`config.mk`:
```
export PLATFORM = sky130hd
export DESIGN_NAME = instr_fetch_queue
export DESIGN_NICKNAME = d
export VERILOG_FILES = /design/src/rtl/instr_fetch_queue.sv
export SDC_FILE = /design/constraint.sdc
export NUM_CORES = 1
export LEC_CHECK = 0
export ABC_AREA = 1
export ABC_CLOCK_PERIOD_IN_PS = 10700
export CELL_PAD_IN_SITES_DETAIL_PLACEMENT = 0
export CELL_PAD_IN_SITES_GLOBAL_PLACEMENT = 1
export CORE_MARGIN = 4
export CORE_UTILIZATION = 49
export CTS_CLUSTER_DIAMETER = 120
export DETAILED_ROUTE_END_ITERATION = 6
export GPL_ROUTABILITY_DRIVEN = 0
export PLACE_DENSITY_LB_ADDON = 0.1
export SETUP_SLACK_MARGIN = 0.5
export SLEW_MARGIN = 20
export SYNTH_ARGS = -nofsm -noshare
export SYNTH_HDL_FRONTEND = slang
export SYNTH_SLANG_ARGS = --single-unit
export TNS_END_PERCENT = 5
```
`constraint.sdc`:
```
create_clock -name Clk -period 10.7 [get_ports Clk]
set_input_delay 2.14 -clock Clk [delete_from_list [all_inputs] [get_ports Clk]]
set_output_delay 2.14 -clock Clk [all_outputs]
set_load 0.03 [all_outputs]
```
`src/rtl/instr_fetch_queue.sv`:
```
// ---------------------------------------------------------------------------
// instr_fetch_queue
// Fetch stage behind the PC unit. It owns the sequential fetch address and
// issues one word read at a time to instruction memory over a req/ack
// handshake. Returned words are queued together with their PCs and handed to
// decode with valid/ready. A redirect flushes the queue and restarts fetch at
// the new target.
//
// Parameters
//   DEPTH     queue entries (power of two, 2..16)
//   RESET_PC  fetch address after reset
//
// Ports
//   Clk         clock, rising edge
//   Reset       synchronous active-high reset
//   Redirect    one-cycle flush/restart pulse
//   RedirectPC  new fetch target (low two bits ignored)
//   MemReq      registered read request
//   MemAddr     registered word address of the request
//   MemAck      one-cycle response strobe, MemRdata valid with it
//   MemRdata    instruction word from memory
//   InstrValid  queue head valid (registered)
//   Instr       instruction at queue head (registered)
//   InstrPC     PC of queue head (registered)
//   InstrReady  decode accepts head when InstrValid && InstrReady
//
// Optional build macro
//   IFQ_TRACE_EN  simulation-only trace of pushes and redirects
// ---------------------------------------------------------------------------
module instr_fetch_queue #(
   parameter int unsigned DEPTH    = 4,
   parameter logic [31:0] RESET_PC = 32'h0000_3000
) (
   input  logic        Clk,
   input  logic        Reset,
   input  logic        Redirect,
   input  logic [31:0] RedirectPC,
   output logic        MemReq,
   output logic [31:0] MemAddr,
   input  logic        MemAck,
   input  logic [31:0] MemRdata,
   output logic        InstrValid,
   output logic [31:0] Instr,
   output logic [31:0] InstrPC,
   input  logic        InstrReady
);

   localparam int unsigned PTR_W = $clog2(DEPTH);
   localparam int unsigned CNT_W = $clog2(DEPTH + 1);

   typedef enum logic [1:0] {
      ST_IDLE  = 2'd0,
      ST_WAIT  = 2'd1,
      ST_DRAIN = 2'd2
   } state_t;

   typedef struct packed {
      logic [31:0] pc;
      logic [31:0] word;
   } fetch_entry_t;

   state_t           state_q, state_d;
   logic [31:0]      fetch_pc_q, fetch_pc_d;
   logic             mem_req_d;
   logic [31:0]      mem_addr_d;
   logic [31:0]      redirect_pc;
   logic             take_c;

   logic             rsp_v_q;
   fetch_entry_t     rsp_q;
   fetch_entry_t     store_q [DEPTH];
   logic [PTR_W-1:0] rd_ptr_q, wr_ptr_q;
   logic [CNT_W-1:0] qcnt_q;
   logic [CNT_W-1:0] occ_c;
   logic             pop_c, refill_c, load_store_c, load_rsp_c, store_wr_c;

   assign redirect_pc = RedirectPC & 32'hFFFF_FFFC;

   // Occupancy counts the head register, the backing store and the word
   // captured from memory last cycle, so issue never outruns free space.
   assign occ_c = CNT_W'(InstrValid) + qcnt_q + CNT_W'(rsp_v_q);

   // FSM state and registered memory-side outputs
   always_ff @(posedge Clk) begin
      if (Reset) begin
         state_q    <= ST_IDLE;
         fetch_pc_q <= RESET_PC;
         MemReq     <= 1'b0;
         MemAddr    <= 32'h0;
      end else begin
         state_q    <= state_d;
         fetch_pc_q <= fetch_pc_d;
         MemReq     <= mem_req_d;
         MemAddr    <= mem_addr_d;
      end
   end

   // Next-state and request generation
   always_comb begin
      state_d    = state_q;
      fetch_pc_d = fetch_pc_q;
      mem_req_d  = MemReq;
      mem_addr_d = MemAddr;
      take_c     = 1'b0;

      if (Redirect) begin
         fetch_pc_d = redirect_pc;
      end

      case (state_q)
         ST_IDLE: begin
            mem_req_d = 1'b0;
            if (!Redirect && (occ_c < CNT_W'(DEPTH))) begin
               mem_req_d  = 1'b1;
               mem_addr_d = fetch_pc_q;
               state_d    = ST_WAIT;
            end
         end
         ST_WAIT: begin
            if (Redirect) begin
               // A same-cycle ack retires the request; otherwise its ack is still owed.
               mem_req_d = 1'b0;
               state_d   = MemAck ? ST_IDLE : ST_DRAIN;
            end else if (MemAck) begin
               take_c     = 1'b1;
               fetch_pc_d = fetch_pc_q + 32'd4;
               mem_req_d  = 1'b0;
               state_d    = ST_IDLE;
            end
         end
         ST_DRAIN: begin
            // The owed ack is swallowed even if another redirect lands with it.
            mem_req_d = 1'b0;
            if (MemAck) begin
               state_d = ST_IDLE;
            end
         end
         default: begin
            mem_req_d = 1'b0;
            state_d   = ST_IDLE;
         end
      endcase
   end

   // Head register refills from the store first, else straight from the capture stage
   assign pop_c        = InstrValid && InstrReady;
   assign refill_c     = !InstrValid || pop_c;
   assign load_store_c = refill_c && (qcnt_q != CNT_W'(0));
   assign load_rsp_c   = refill_c && (qcnt_q == CNT_W'(0)) && rsp_v_q;
   assign store_wr_c   = rsp_v_q && !load_rsp_c && !Reset && !Redirect;

   // Capture stage, head register and store bookkeeping
   always_ff @(posedge Clk) begin
      if (Reset) begin
         rsp_v_q    <= 1'b0;
         rsp_q      <= '0;
         InstrValid <= 1'b0;
         Instr      <= 32'h0;
         InstrPC    <= 32'h0;
         rd_ptr_q   <= '0;
         wr_ptr_q   <= '0;
         qcnt_q     <= '0;
      end else if (Redirect) begin
         rsp_v_q    <= 1'b0;
         InstrValid <= 1'b0;
         rd_ptr_q   <= '0;
         wr_ptr_q   <= '0;
         qcnt_q     <= '0;
      end else begin
         rsp_v_q <= take_c;
         if (take_c) begin
            rsp_q <= '{pc: fetch_pc_q, word: MemRdata};
         end

         if (load_store_c) begin
            InstrValid <= 1'b1;
            InstrPC    <= store_q[rd_ptr_q].pc;
            Instr      <= store_q[rd_ptr_q].word;
            rd_ptr_q   <= rd_ptr_q + PTR_W'(1);
         end else if (load_rsp_c) begin
            InstrValid <= 1'b1;
            InstrPC    <= rsp_q.pc;
            Instr      <= rsp_q.word;
         end else if (refill_c) begin
            InstrValid <= 1'b0;
         end

         if (store_wr_c) begin
            wr_ptr_q <= wr_ptr_q + PTR_W'(1);
         end
         qcnt_q <= qcnt_q + CNT_W'(store_wr_c) - CNT_W'(load_store_c);
      end
   end

   // Backing store data (no reset needed, guarded by qcnt)
   always_ff @(posedge Clk) begin
      if (store_wr_c) begin
         store_q[wr_ptr_q] <= rsp_q;
      end
   end

`ifdef IFQ_TRACE_EN
   // Simulation trace of accepted fetches and redirects
   always @(posedge Clk) begin
      if (!Reset) begin
         if (take_c) begin
            $display("Fetch: PC=%8X Instr=%8X", fetch_pc_q, MemRdata);
         end
         if (Redirect) begin
            $display("Redirect: from=%8X to=%8X", fetch_pc_q, redirect_pc);
         end
      end
   end
`else
`endif

endmodule
```
Word level (Yosys, flattened, before mapping)
Memory sizes are Yosys's and may differ from the RTL's. A register that Yosys moved wholly into a read port is not among the register bits.
Index checks and enable logic that the tools add are counted.
- flip-flop bits (word level): 204
- RAM bits: 256
- bits of input ports: 69
- logic and storage cells: 76
- memories kept: 1
- $add $sub $neg: 7
- order comparisons: 1
- equal/unequal tests: 4
- mux-type cells: 27
- bitwise operators: 1
- reductions and logical operators: 22
- memories (memory ; depth ; width ; read ports ; clocked after memory_dff ; wr ports ; line ; text):
    store_q ; 4 ; 64 ; 1 ; 1 ; 1 ; 71 ; fetch_entry_t store_q [DEPTH];
- operators by type and width (operator ; count):
    $mux W32 ; 8
    $add A32 B3 Y32 const B ; 1
    $mux W2 ; 6
    $mux W1 ; 11
    $logic_and A1 B1 Y1 ; 8
    $add A3 B1 Y3 ; 2
    $pmux W2 S3 ; 1
    $reduce_and A2 Y1 ; 3
    $reduce_bool A3 Y1 ; 2
    $add A2 B1 Y2 const B ; 2
    $logic_not A1 Y1 ; 4
    $add A1 B3 Y3 ; 1
    $logic_not A3 Y1 ; 1
    $lt A3 B3 Y1 const B ; 1
    $ne A3 B3 Y1 const B ; 1
    $sub A3 B1 Y3 ; 1
    $eq A2 B1 Y1 const B ; 1
    $eq A2 B2 Y1 const B ; 1
    $logic_not A2 Y1 ; 1
    $ne A2 B2 Y1 const B ; 1
    $pmux W1 S2 ; 1
    $reduce_bool A2 Y1 ; 1
    $reduce_or A2 Y1 ; 1
    $logic_or A1 B1 Y1 ; 1
    $not A1 Y1 ; 1

Logic depth before layout (Yosys ltp)
- depth in word-level cells: 10
- gate-level depth with buffers: 12
- mapped depth without buffers: 11

Worst setup path before layout
OpenSTA, ideal clock, no wires.
- kind: input-to-reg
- from: input port Redirect
- to: memory store_q[0][0] (netlist name) (enable)
- library setup time: 487 ps
- arrival time: 5370 ps
- setup slack: 4844 ps
- stages: 4
- cell sequence: buf_4 nor2_1 nand3_1 nor2_1
- cells in the longest elaborated chain, start to end: 4
- ends and longest elaborated chain (what ; line ; text):
    from (decl) ; 36 ; input logic Redirect,
    $logic_not A1 Y1 ; 150 ; assign store_wr_c = rsp_v_q && !load_rsp_c && !Reset && !Redirect;
    $logic_and A1 B1 Y1 ; 150 ;
    $mux W1 ; 197 ; if (store_wr_c) begin
    $mux W1 (implied by the code) ; 198 ; store_q[wr_ptr_q] <= rsp_q;
    to (decl) ; 71 ;
Every way passes these cells.

Final worst setup path
- from: input port Redirect
- to: memory store_q[0][15] (netlist name) (enable)
Same word-level chain as after synthesis.

==> results.txt <==
----------------------------------------------------
[Run status]
  Outcome ... complete, no violations

[Logic synthesis]
  Proportion of netlist area held by the largest area contributor ... 0.404
  Cell Area, Synth ... 19000 um^2
  Number of register bits inferred by synthesis ... approximately 460
  Most used flip-flop cell after synthesis ... sky130_fd_sc_hd__edfxtp_1
  Count of yosys warnings during synthesis ... 0
  Most frequent cell after synthesis ... sky130_fd_sc_hd__nand2_1
  Post-Synthesis Mean Instance Area ... 10.0 um^2
  Register area share after synthesis ... 0.620
  Area leader, netlist ... sky130_fd_sc_hd__edfxtp_1
  Net Count, Synth ... approximately 2000
  Number of flops mapped to enable cells by yosys ... 256
  Cells taking the most area after synthesis ... sky130_fd_sc_hd__edfxtp_1, sky130_fd_sc_hd__dfxtp_1, sky130_fd_sc_hd__nand2_1
  Synth unique cells ... 45
  Async SR Flop Fraction ... 0
  Post-synth top cells ... sky130_fd_sc_hd__nand2_1, sky130_fd_sc_hd__edfxtp_1, sky130_fd_sc_hd__dfxtp_1, sky130_fd_sc_hd__a21oi_1, sky130_fd_sc_hd__o21ai_0
  Instance count of the mapped netlist ... between 1500 and 2000

[Worst hold path]
  Class of the tightest hold or removal check ... reg -> reg
  Worst hold path stage count ... 2
  HP Start ... rd_ptr_q[1]$_SDFFE_PP0N_

[Timing]
  Final-report max-slew violation count ... 0
  Setup repair after global routing missed its margin ... no
  Setup TNS ... 0 ns
  Final worst-path cycle share ... 0.419
  Layout Skew ... 0.0165 ns
  Min Tclk post-route ... 4.49 ns
  Final setup violation count ... 0
  Max transition margin ... 0.270
  Slew @ Worst Pin ... 1.10 ns
  Max Clock Freq ... 223 MHz
  Hold violation count in the final report ... 0

[Worst setup path]
  Worst path buffer plus inverter count ... 3
  Type of element launching the critical path ... primary input
  Data required time of the critical path ... 10.85 ns
  Critical R2R Launch ... InstrValid$_SDFFE_PP0P_
  Destination of the worst register-to-register timing path ... store_q[0][15]$_DFFE_PP_
  Setup slack, reg-to-reg ... 7.92 ns
  Crit Path Class ... in -> reg
  Kind of cell adding the most delay to the critical path ... buffers and inverters
  Largest fanout of any net on the critical path ... 64
  Most common cell on crit path ... sky130_fd_sc_hd__buf_4
  Arrival time at the worst endpoint ... ~4.6 ns
  Worst Setup End Kind ... register
  Worst-case reg-to-reg path depth ... 5
  Delay of the slowest cell on the worst path ... 0.82 ns
  Cell breakdown of the critical path ... clkdlybuf4s50_1, buf_4, nor2_1, nand3_1, nor2_4, buf_4
  Cell with the largest stage delay on the worst path ... sky130_fd_sc_hd__buf_4
  Start point of the critical path ... Redirect

[Power]
  Leakage power of the design ... 7.85 nW
  Relative contribution of combinational cells to total power ... 0.307
  Largest voltage drop on the vdd net ... around 0.18 mV
  Internal power contribution ... 3.48 mW
  Switching power ... between 1.5 and 2 mW
  Power share of the sequential group ... 0.398
  Ratio of total power to cell area ... 240 nW/um^2
  Share of total power in the clock network ... 0.294
  Sw Share ... 0.352

[Clock tree]
  Clock tree from TritonCTS ... yes
  Clock Root Buffer ... sky130_fd_sc_hd__clkbuf_16
  Sinks on the clock net ... about 460
  Maximum buffer depth of the clock tree ... 3
  CTS Buf Count ... 48
  Cts repair resizes ... 0
  Clock latency at the later pin of the worst-skew pair ... 0.55 ns
  Number of levels in the clock H-tree ... 2
  Post-CTS clock slew at the launch and capture registers of the worst setup and hold paths ... 0.06 ns
  Hold_buf cts ... 0
  Number of post-CTS setup repair buffers ... 0

[Die]
  Number of rows in the core area ... 71
  Die width ... 205 um
  Initial core utilization ... 0.501
  Die Footprint ... 42100 um^2
  Die height ... 205 um
  Floorplan Core Area ... about 38000 um^2
  IO Pins ... 167

[Detailed routing]
  Remaining DRCs ... 0
  Via count normalized by instance count ... 5.35
  Number of vias after detailed routing ... around 14000
  Routed Antenna Nets ... 0
  Final wirelength ... about 47000 um
  Drt first pass iters ... 5
  Iteration-0 DRC count of the detailed router ... 979
  Post-DR wirelength/cell ... 18.5 um

[Global routing]
  Vias in the first global route ... about 13000
  Overall Global Routing Usage ... 0.222
  Global-route wire length before repair ... 74900 um
  Maximum number of pins on one net before global-route repair ... a little under 100
  Antenna violations before repair ... 0
  Gr ovfl total ... 0

[Final layout]
  Net count reported at finish ... 2086
  Sequential cell area ... 11800 um^2
  Share of the core filled with cells in the final layout ... 0.588
  Layout overhead on the synthesized area ... 17.4%
  Fill cell count ... 3342
  Multi-input logic area ... 6050 um^2
  Layout cells sized above 1 ... 0.0621

[Run]
  Number of violations of the max-capacitance limit ... 0

[Place]
  Count of input and output buffers ... ~160
  Placed wire-length estimate ... 26600 um

----------------------------------------------------
==> worst max-delay path by stage <==
stage	endpoint	slack, ns	cells after the start
after detailed placement	store_q[1][1]$_DFFE_PP_	5.62	6
after CTS	store_q[1][18]$_DFFE_PP_	6.19	6
final	store_q[0][15]$_DFFE_PP_	6.21	6
after global placement	store_q[0][0]$_DFFE_PP_	5.66	6
after global routing	fetch_pc_q[29]$_SDFF_PP0_	5.98	10
after floorplan	store_q[0][0]$_DFFE_PP_	4.84	4
==> per-stage QoR <==
| stage | hold WS [ns] | setup WS [ns] | cell area (um^2) | total power, mW | cells |
|---|---|---|---|---|---|
| floorplan | 0.431 | 4.84 | 19000 | 3.26 | 1901 |
| global placement | 0.447 | 5.66 | 20900 | 3.83 | 2469 |
| detailed placement | 0.452 | 5.62 | 20900 | 3.84 | 2469 |
| CTS | 0.463 | 6.19 | 22400 | 5.42 | 2557 |
| global route | 0.493 | 5.98 | 22400 | 5.66 | 2557 |
| finish | 0.459 | 6.21 | 22400 | 5.37 | 2558 |
==> worst register-to-register path, stage by stage, from the launching register on <==
cell	delay, ns
sky130_fd_sc_hd__dfxtp_1	0.37
sky130_fd_sc_hd__inv_1	0.06
sky130_fd_sc_hd__o21ai_0	0.41
sky130_fd_sc_hd__nand3_1	0.49
sky130_fd_sc_hd__nor2_4	0.19
sky130_fd_sc_hd__buf_4	0.82
==> power by group through the flow <==
stage | sequential, mW | combinational (mW) | clock (mW)
2_1_floorplan | 2.37 | 0.883 | 0
3_3_place_gp | 2.17 | 1.66 | 0
3_5_place_dp | 2.17 | 1.66 | 0
4_1_cts | 2.14 | 1.67 | 1.61
5_1_grt | 2.16 | 1.81 | 1.69
6_report | 2.14 | 1.65 | 1.58
==> final cells by class <==
| type | instances | area share |
|---|---|---|
| Antenna cell | 1 | 0.000112 |
| Tap cell | 511 | 0.0286 |
| Clock buffer | 64 | 0.0591 |
| Clock inverter | 24 | 0.00739 |
| Sequential cell | 462 | 0.528 |
| Timing Repair Buffer | 183 | 0.0796 |
| Multi-Input combinational cell | 1158 | 0.271 |
| Inverter | 155 | 0.0262 |
==> layer usage <==
metal	up-vias	share of wire	track usage
li1	6782	-	-
met1	6502	0.48	0.329
met2	345	0.45	0.350
met3	66	0.051	0.0334
met4	0	0.019	0.0505
met5	-	0	0
==> kinds of logic after synthesis <==
family	Yosys count	share of synthesized area
fa+ha+maj	9	0.00631
xor+xnor	3	0.00138
buf+inv	281	0.0648
simple gates	549	0.121
mux	4	0.00210
compound gates	593	0.185
flops	462	0.620
==> flip-flops by register name (all words and copies together), names as in the netlist, named ones only <==
signal	cells
state_q	2
wr_ptr_q	2
InstrPC	32
qcnt_q	3
rsp_q	64
MemAddr	32
rsp_v_q	1
fetch_pc_q	32
InstrValid	1
rd_ptr_q	2
MemReq	1
Instr	32
store_q	256
==> layout by cell type (no fill, tap or decap), types with 3 or more instances in the layout <==
cell type and instances:
sky130_fd_sc_hd__a211oi_1 7, sky130_fd_sc_hd__a21oi_1 171, sky130_fd_sc_hd__a31oi_1 3, sky130_fd_sc_hd__buf_4 19
sky130_fd_sc_hd__clkbuf_1 11, sky130_fd_sc_hd__clkbuf_16 49, sky130_fd_sc_hd__clkbuf_8 4, sky130_fd_sc_hd__clkdlybuf4s50_1 163
sky130_fd_sc_hd__clkinv_1 7, sky130_fd_sc_hd__clkinv_2 15, sky130_fd_sc_hd__dfxtp_1 204, sky130_fd_sc_hd__edfxtp_1 256
sky130_fd_sc_hd__ha_1 8, sky130_fd_sc_hd__inv_1 149, sky130_fd_sc_hd__inv_2 4, sky130_fd_sc_hd__mux2i_1 4
sky130_fd_sc_hd__nand2_1 263, sky130_fd_sc_hd__nand2_2 6, sky130_fd_sc_hd__nand3_1 59, sky130_fd_sc_hd__nand3b_1 3
sky130_fd_sc_hd__nand4_1 5, sky130_fd_sc_hd__nor2_1 163, sky130_fd_sc_hd__nor2_2 4, sky130_fd_sc_hd__nor2_4 10
sky130_fd_sc_hd__nor3_1 26, sky130_fd_sc_hd__o211ai_1 67, sky130_fd_sc_hd__o21a_1 65, sky130_fd_sc_hd__o21ai_0 170
sky130_fd_sc_hd__o21ai_1 36, sky130_fd_sc_hd__o21bai_1 64
(Power assumes the default switching activity.)
